### src/rtl/fifo_pkg.sv
// Shared FIFO definitions: pointer width, legal synchronizer depths and the
// Gray-to-binary decode used by both pointer-crossing blocks.
package fifo_pkg;

  localparam int default_address_size = 3;
  localparam int ptr_w                 = default_address_size + 1;
  localparam int max_ptr_w             = 32;
  localparam int min_sync_stages       = 2;
  localparam int max_sync_stages       = 4;

  function automatic int ptr_width(input int address_size);
    return address_size + 1;
  endfunction

  function automatic bit sync_stages_legal(input int stages);
    return (stages >= min_sync_stages) && (stages <= max_sync_stages);
  endfunction

  // Callers zero-extend into the 32-bit argument; zeros above the real MSB
  // leave the decode of the meaningful bits unchanged.
  function automatic logic [max_ptr_w-1:0] gray2bin(input logic [max_ptr_w-1:0] gray);
    logic [max_ptr_w-1:0] bin;
    bin[max_ptr_w-1] = gray[max_ptr_w-1];
    for (int i = max_ptr_w - 2; i >= 0; i--) begin
      bin[i] = bin[i+1] ^ gray[i];
    end
    return bin;
  endfunction

endpackage

### src/rtl/sync_stage_chain.sv
// Generic N-bit, M-stage flop chain with asynchronous active-low clear,
// used for both directions of FIFO pointer crossing.
module sync_stage_chain #(
  parameter int width  = 4,
  parameter int stages = 2
) (
  input  logic             clk,
  input  logic             clear_n,
  input  logic [width-1:0] d,
  output logic [width-1:0] q
);

  // Stage 0 is the metastability-catching flop; its input path is declared
  // false in the timing constraints.
  (* ASYNC_REG = "TRUE", DONT_TOUCH = "TRUE" *)
  logic [width-1:0] stage_reg [stages];

  always_ff @(posedge clk or negedge clear_n) begin
    if (!clear_n) begin
      for (int i = 0; i < stages; i++) begin
        stage_reg[i] <= '0;
      end
    end else begin
      stage_reg[0] <= d;
      for (int i = 1; i < stages; i++) begin
        stage_reg[i] <= stage_reg[i-1];
      end
    end
  end

  assign q = stage_reg[stages-1];

endmodule

### src/rtl/sync_read_to_write.sv
// Carries the Gray-coded read pointer into the write clock domain and
// provides a binary copy for write-side occupancy arithmetic.
module sync_read_to_write
  import fifo_pkg::*;
#(
  parameter int address_size = 3,
  parameter int sync_stages  = 2
) (
  input  logic                  write_clk,
  input  logic                  write_reset_n,
  input  logic [address_size:0] read_pointer,
  output logic [address_size:0] write_to_read_pointer,
  output logic [address_size:0] write_to_read_pointer_bin
);

  localparam int pw = ptr_width(address_size);

  generate
    if (!sync_stages_legal(sync_stages)) begin : g_bad_cfg
      $error("sync_read_to_write: sync_stages=%0d outside legal range 2..4", sync_stages);
    end
  endgenerate

  sync_stage_chain #(
    .width  (pw),
    .stages (sync_stages)
  ) u_chain (
    .clk     (write_clk),
    .clear_n (write_reset_n),
    .d       (read_pointer),
    .q       (write_to_read_pointer)
  );

  assign write_to_read_pointer_bin = pw'(gray2bin(max_ptr_w'(write_to_read_pointer)));

endmodule

### config.mk
export PLATFORM = sky130hd
export DESIGN_NAME = sync_read_to_write
export DESIGN_NICKNAME = d
export VERILOG_FILES = /design/src/rtl/fifo_pkg.sv /design/src/rtl/sync_stage_chain.sv /design/src/rtl/sync_read_to_write.sv
export SDC_FILE = /design/constraint.sdc
export NUM_CORES = 1
export LEC_CHECK = 0
export BUFFER_PORTS_ARGS = -buffer_cell sky130_fd_sc_hd__buf_2
export CORE_AREA = 2 2 39 41
export DETAILED_ROUTE_END_ITERATION = 6
export DIE_AREA = 0 0 41 43
export PLACE_DENSITY_LB_ADDON = 0.15
export SYNTH_ARGS = -nofsm -noshare
export SYNTH_HDL_FRONTEND = slang
export SYNTH_SLANG_ARGS = --single-unit
### constraint.sdc
create_clock -name write_clk -period 2 [get_ports write_clk]
set_input_delay 0.3 -clock write_clk [delete_from_list [all_inputs] [get_ports write_clk]]
set_output_delay 0.3 -clock write_clk [all_outputs]
set_load 0.02 [all_outputs]
* After elaboration in Yosys (flattened, before gate mapping)
Cells that the tools add are included.
Cells by class: bitwise logic cells 3
Operator list (number):
- XOR 1 bit | 3
Word-level totals: logic and storage cells 5, output and inout bits 8, input port bits 6, bits in registers 8

* Depth between registers and ports, before layout
word-level depth 3, depth in mapped cells 2, gate-level depth less buffers 2

* By module
From an unflattened synthesis, not the netlist that was laid out.
Second synthesis, totals: cells, all modules 17, area total of the unflattened synthesis 280.3 um^2
Modules (own cells, without submodules):
- sync_stage_chain | area an instance 230.2 um^2, sequential area each 200.2 um^2, cells each 12, times used 1
- sync_read_to_write | area an instance 50.0 um^2, sequential area each 0.0 um^2, cells each 5, times used 1

* Least setup slack after synthesis
No wires, ideal clock.
path type register to output, start register u_chain.stage_reg (netlist bit u_chain.q[2]), end output port write_to_read_pointer_bin[1], stages on the path, launching flop included 3, setup slack 0.553 ns, arrival 1.147 ns, required time 1.700 ns, buffers on the path 0, cell sequence dfrtp_1 > xor2_2 > xor2_1
On the way: longest elaborated chain between the ends 2
RTL lines:
- start, declared | line sync_stage_chain.sv:16 | logic [width-1:0] stage_reg [stages];
- start signal, assigned by index | line sync_stage_chain.sv:26 | stage_reg[i] <= stage_reg[i-1];
- XOR 1 bit | line fifo_pkg.sv:25 | bin[i] = bin[i+1] ^ gray[i];
- via write_to_read_pointer_bin[2] | line sync_read_to_write.sv:13 | output logic [address_size:0] write_to_read_pointer_bin
- XOR 1 bit | line fifo_pkg.sv:25
- end, declared | line sync_read_to_write.sv:13
The timed path passes the listed nets, and every way through them passes these cells.

* Worst setup path after layout
start register u_chain.stage_reg (netlist bit u_chain.q[2]), end output port write_to_read_pointer_bin[1]
On the way: longest elaborated chain between the ends 2
RTL lines (line):
- XOR 1 bit (2 in a row) | fifo_pkg.sv:25
No other way between the ends.

==> reports/results.txt <==
CP Capture Type -> output pin
CTS Sinks -> 8
Worst Path Class, Setup -> reg2out
Final Cycle Share -> 75.5%
Via density -> 3.20
Final Hold Fails -> 0
Filler cell count -> 144
Flop2flop setup slack -> 1540 ps
Initial Util -> 20.3%
WL final -> 343 µm
Later-pin clock latency in the skew report -> 240 ps
H-tree Lvls -> 1
Clock slew at reported path FFs -> 50 ps
# IOs -> 14
CTS buffer count -> 3
Overall Global Routing Usage -> 5.28%
Row count -> 14
CP startpoint kind -> flop
Setup Buffers After CTS -> 0
Mapped Cells -> 17
Remaining DRCs -> 0
Worst hold stages -> 1
Dpl cell area -> 328 µm²
Share of the synthesized area in the top cell type -> 71.4%
Endpoint of the lowest-slack register-to-register path -> u_chain.q[3]$_DFF_PN0_
Max cap viols -> 0
Antenna viol nets, final -> 0
FFs w/ async S/R, synth -> 100%
Hold Crit Start -> read_pointer[2]
Synth area leader -> dfrtp_1
Slew @ Worst Pin -> 208 ps
Die ar. -> 1760 µm²
Layout cells sized above 1 -> 58.6%
Cell area after layout -> 360 µm²
Count leader, synth -> dfrtp_1
Outcome -> complete, no violations
Synth top cells by count -> dfrtp_1 (8), buf_4 (5), xnor2_1 (2)
Fmax achieved -> 662 MHz
Tmin final -> 1510 ps
Netlist cell types -> 5
Reg2Reg Depth -> 0
Placed Cells -> 41
Setup Viol. Count Final -> 0
Crit-path max FO -> 3
Max IR drop VDD -> 287 µV
Resized cells post-CTS -> 0
Syn. warnings -> 0
P_leak -> 0.176 nW
Chip width -> 41 µm
Wire per inst -> 7.62 µm
Area growth, synth to finish -> 28.6%
First-pass GRT wire length -> 572 µm
Initial antenna violation count -> 0
Post-synth EDFFs -> 0
Util after Layout -> 26.0%
Layout Skew -> 0.102 ps
Post-Syn Area -> 280 µm²
Port Buffers -> 13
DRT Pass-1 Iters -> 1
Max-slew headroom -> 86.1%
R2r startpoint -> u_chain.stage_reg[7]$_DFF_PN0_
Post-synthesis sequential area ratio -> 71.4%
Root buf cell -> clkbuf_4
CP Data Arrival Time -> 1210 ps
Mapped Nets -> 23
Die height -> 43 µm
Synth Flop Type -> dfrtp_1
Placer congestion estimate -> 0.559
Vias -> 144
Finished Layout Cells -> 45
Core Box Area -> 1380 µm²
# diodes -> 0
Critical Path RT -> 1700 ps
Congestion Overflow GR -> 0
Net count, final -> 37
Clock Tree Buf Depth -> 2
Vias in the first global route -> 155
Pwr dens -> 956 nW/µm²
CTS tree -> done
Yosys reg bits -> 8
Max Slew Vio Count -> 0
Worst hold endpoint -> u_chain.stage_reg[6]$_DFF_PN0_
Ranking of synthesized cells by area -> dfrtp_1 (71%), buf_4 (13%), xnor2_1 (6.3%)
Avg Inst Size Synth -> 16.5 µm²
Setup TNS -> 0 ps
Largest net degree at the start of global routing -> 9
RSZ-0062 raised after global routing -> false
Worst hold-check path type -> in2reg
Iter 0 DRT Violations -> 0
layout make-up:
type / instances / area, µm² / area share [%]
clock buffers: 3 / 22.5 / 6.25
multi-input cells: 4 / 42.5 / 11.8
flip-flops and latches: 8 / 200 / 55.6
well taps: 16 / 20.0 / 5.56
repair buffers: 14 / 75.1 / 20.8
cells in the final DEF (no fill, tap or decap):
cell / netlist / routed
clkbuf_4: 0 / 3
xnor2_1: 2 / 2
dlygate4sd3_1: 0 / 1
xor2_1: 1 / 1
xor2_2: 1 / 1
dfrtp_1: 8 / 8
buf_2: 0 / 13
logic make-up after synthesis:
family,synth area share (%)
xor+xnor,15.2
flops,71.4
buf+inv,13.4
repair_timing:
item | 4_1_cts | 5_1_grt
hold buffers | 1 | 0
setup endpoints to repair | 0 | 0
hold endpoints to repair | 8 | 0
metrics by stage:
stage / setup WS [ps] / hold slack, ps / power [mW]
after floorplan: 553 / 4.41 / 0.215
after detailed placement: 732 / 147 / 0.230
after CTS: 460 / 149 / 0.351
after global routing: 355 / 147 / 0.372
after global placement: 766 / 141 / 0.229
final: 490 / 157 / 0.345
metal layers:
layer  part of all wire [%]  routed length [µm]  vias to the layer above  global-route usage (%)
li1                       -                   -                       70                       -
met1                     41                 140                       61                    5.69
met2                     41                 139                       13                    6.25
met3                     18                  63                        0                    1.57
met4                      0                   0                        0                    8.00
met5                      0                   0                        -                       0
worst max path at each step:
stage | start | endpoint | slack (ps) | cells past startpoint
floorplan | u_chain.q[2]$_DFF_PN0_ | write_to_read_pointer_bin[1] | 550 | 2
global placement | u_chain.q[2]$_DFF_PN0_ | write_to_read_pointer_bin[1] | 770 | 3
detailed placement | u_chain.q[2]$_DFF_PN0_ | write_to_read_pointer_bin[1] | 730 | 3
CTS | u_chain.q[2]$_DFF_PN0_ | write_to_read_pointer_bin[1] | 460 | 3
global route | u_chain.q[2]$_DFF_PN0_ | write_to_read_pointer_bin[1] | 360 | 3
finish | u_chain.q[2]$_DFF_PN0_ | write_to_read_pointer_bin[1] | 490 | 3
where the power goes:
group	leakage, nW	internal [mW]	total [mW]	switching, mW
Combinational	0.0693	0.0206	0.0524	0.0318
Clock	0.0138	0.0683	0.117	0.0490
Sequential	0.0932	0.170	0.175	0.00453
Total	0.176	0.259	0.345	0.0853
worst max-delay path, cell delays in order (launching register included):
cell     delay (ps)
dfrtp_1         400
xor2_2          240
xor2_1          150
buf_2           170
No activity file was read; power rests on OpenSTA's default activity.
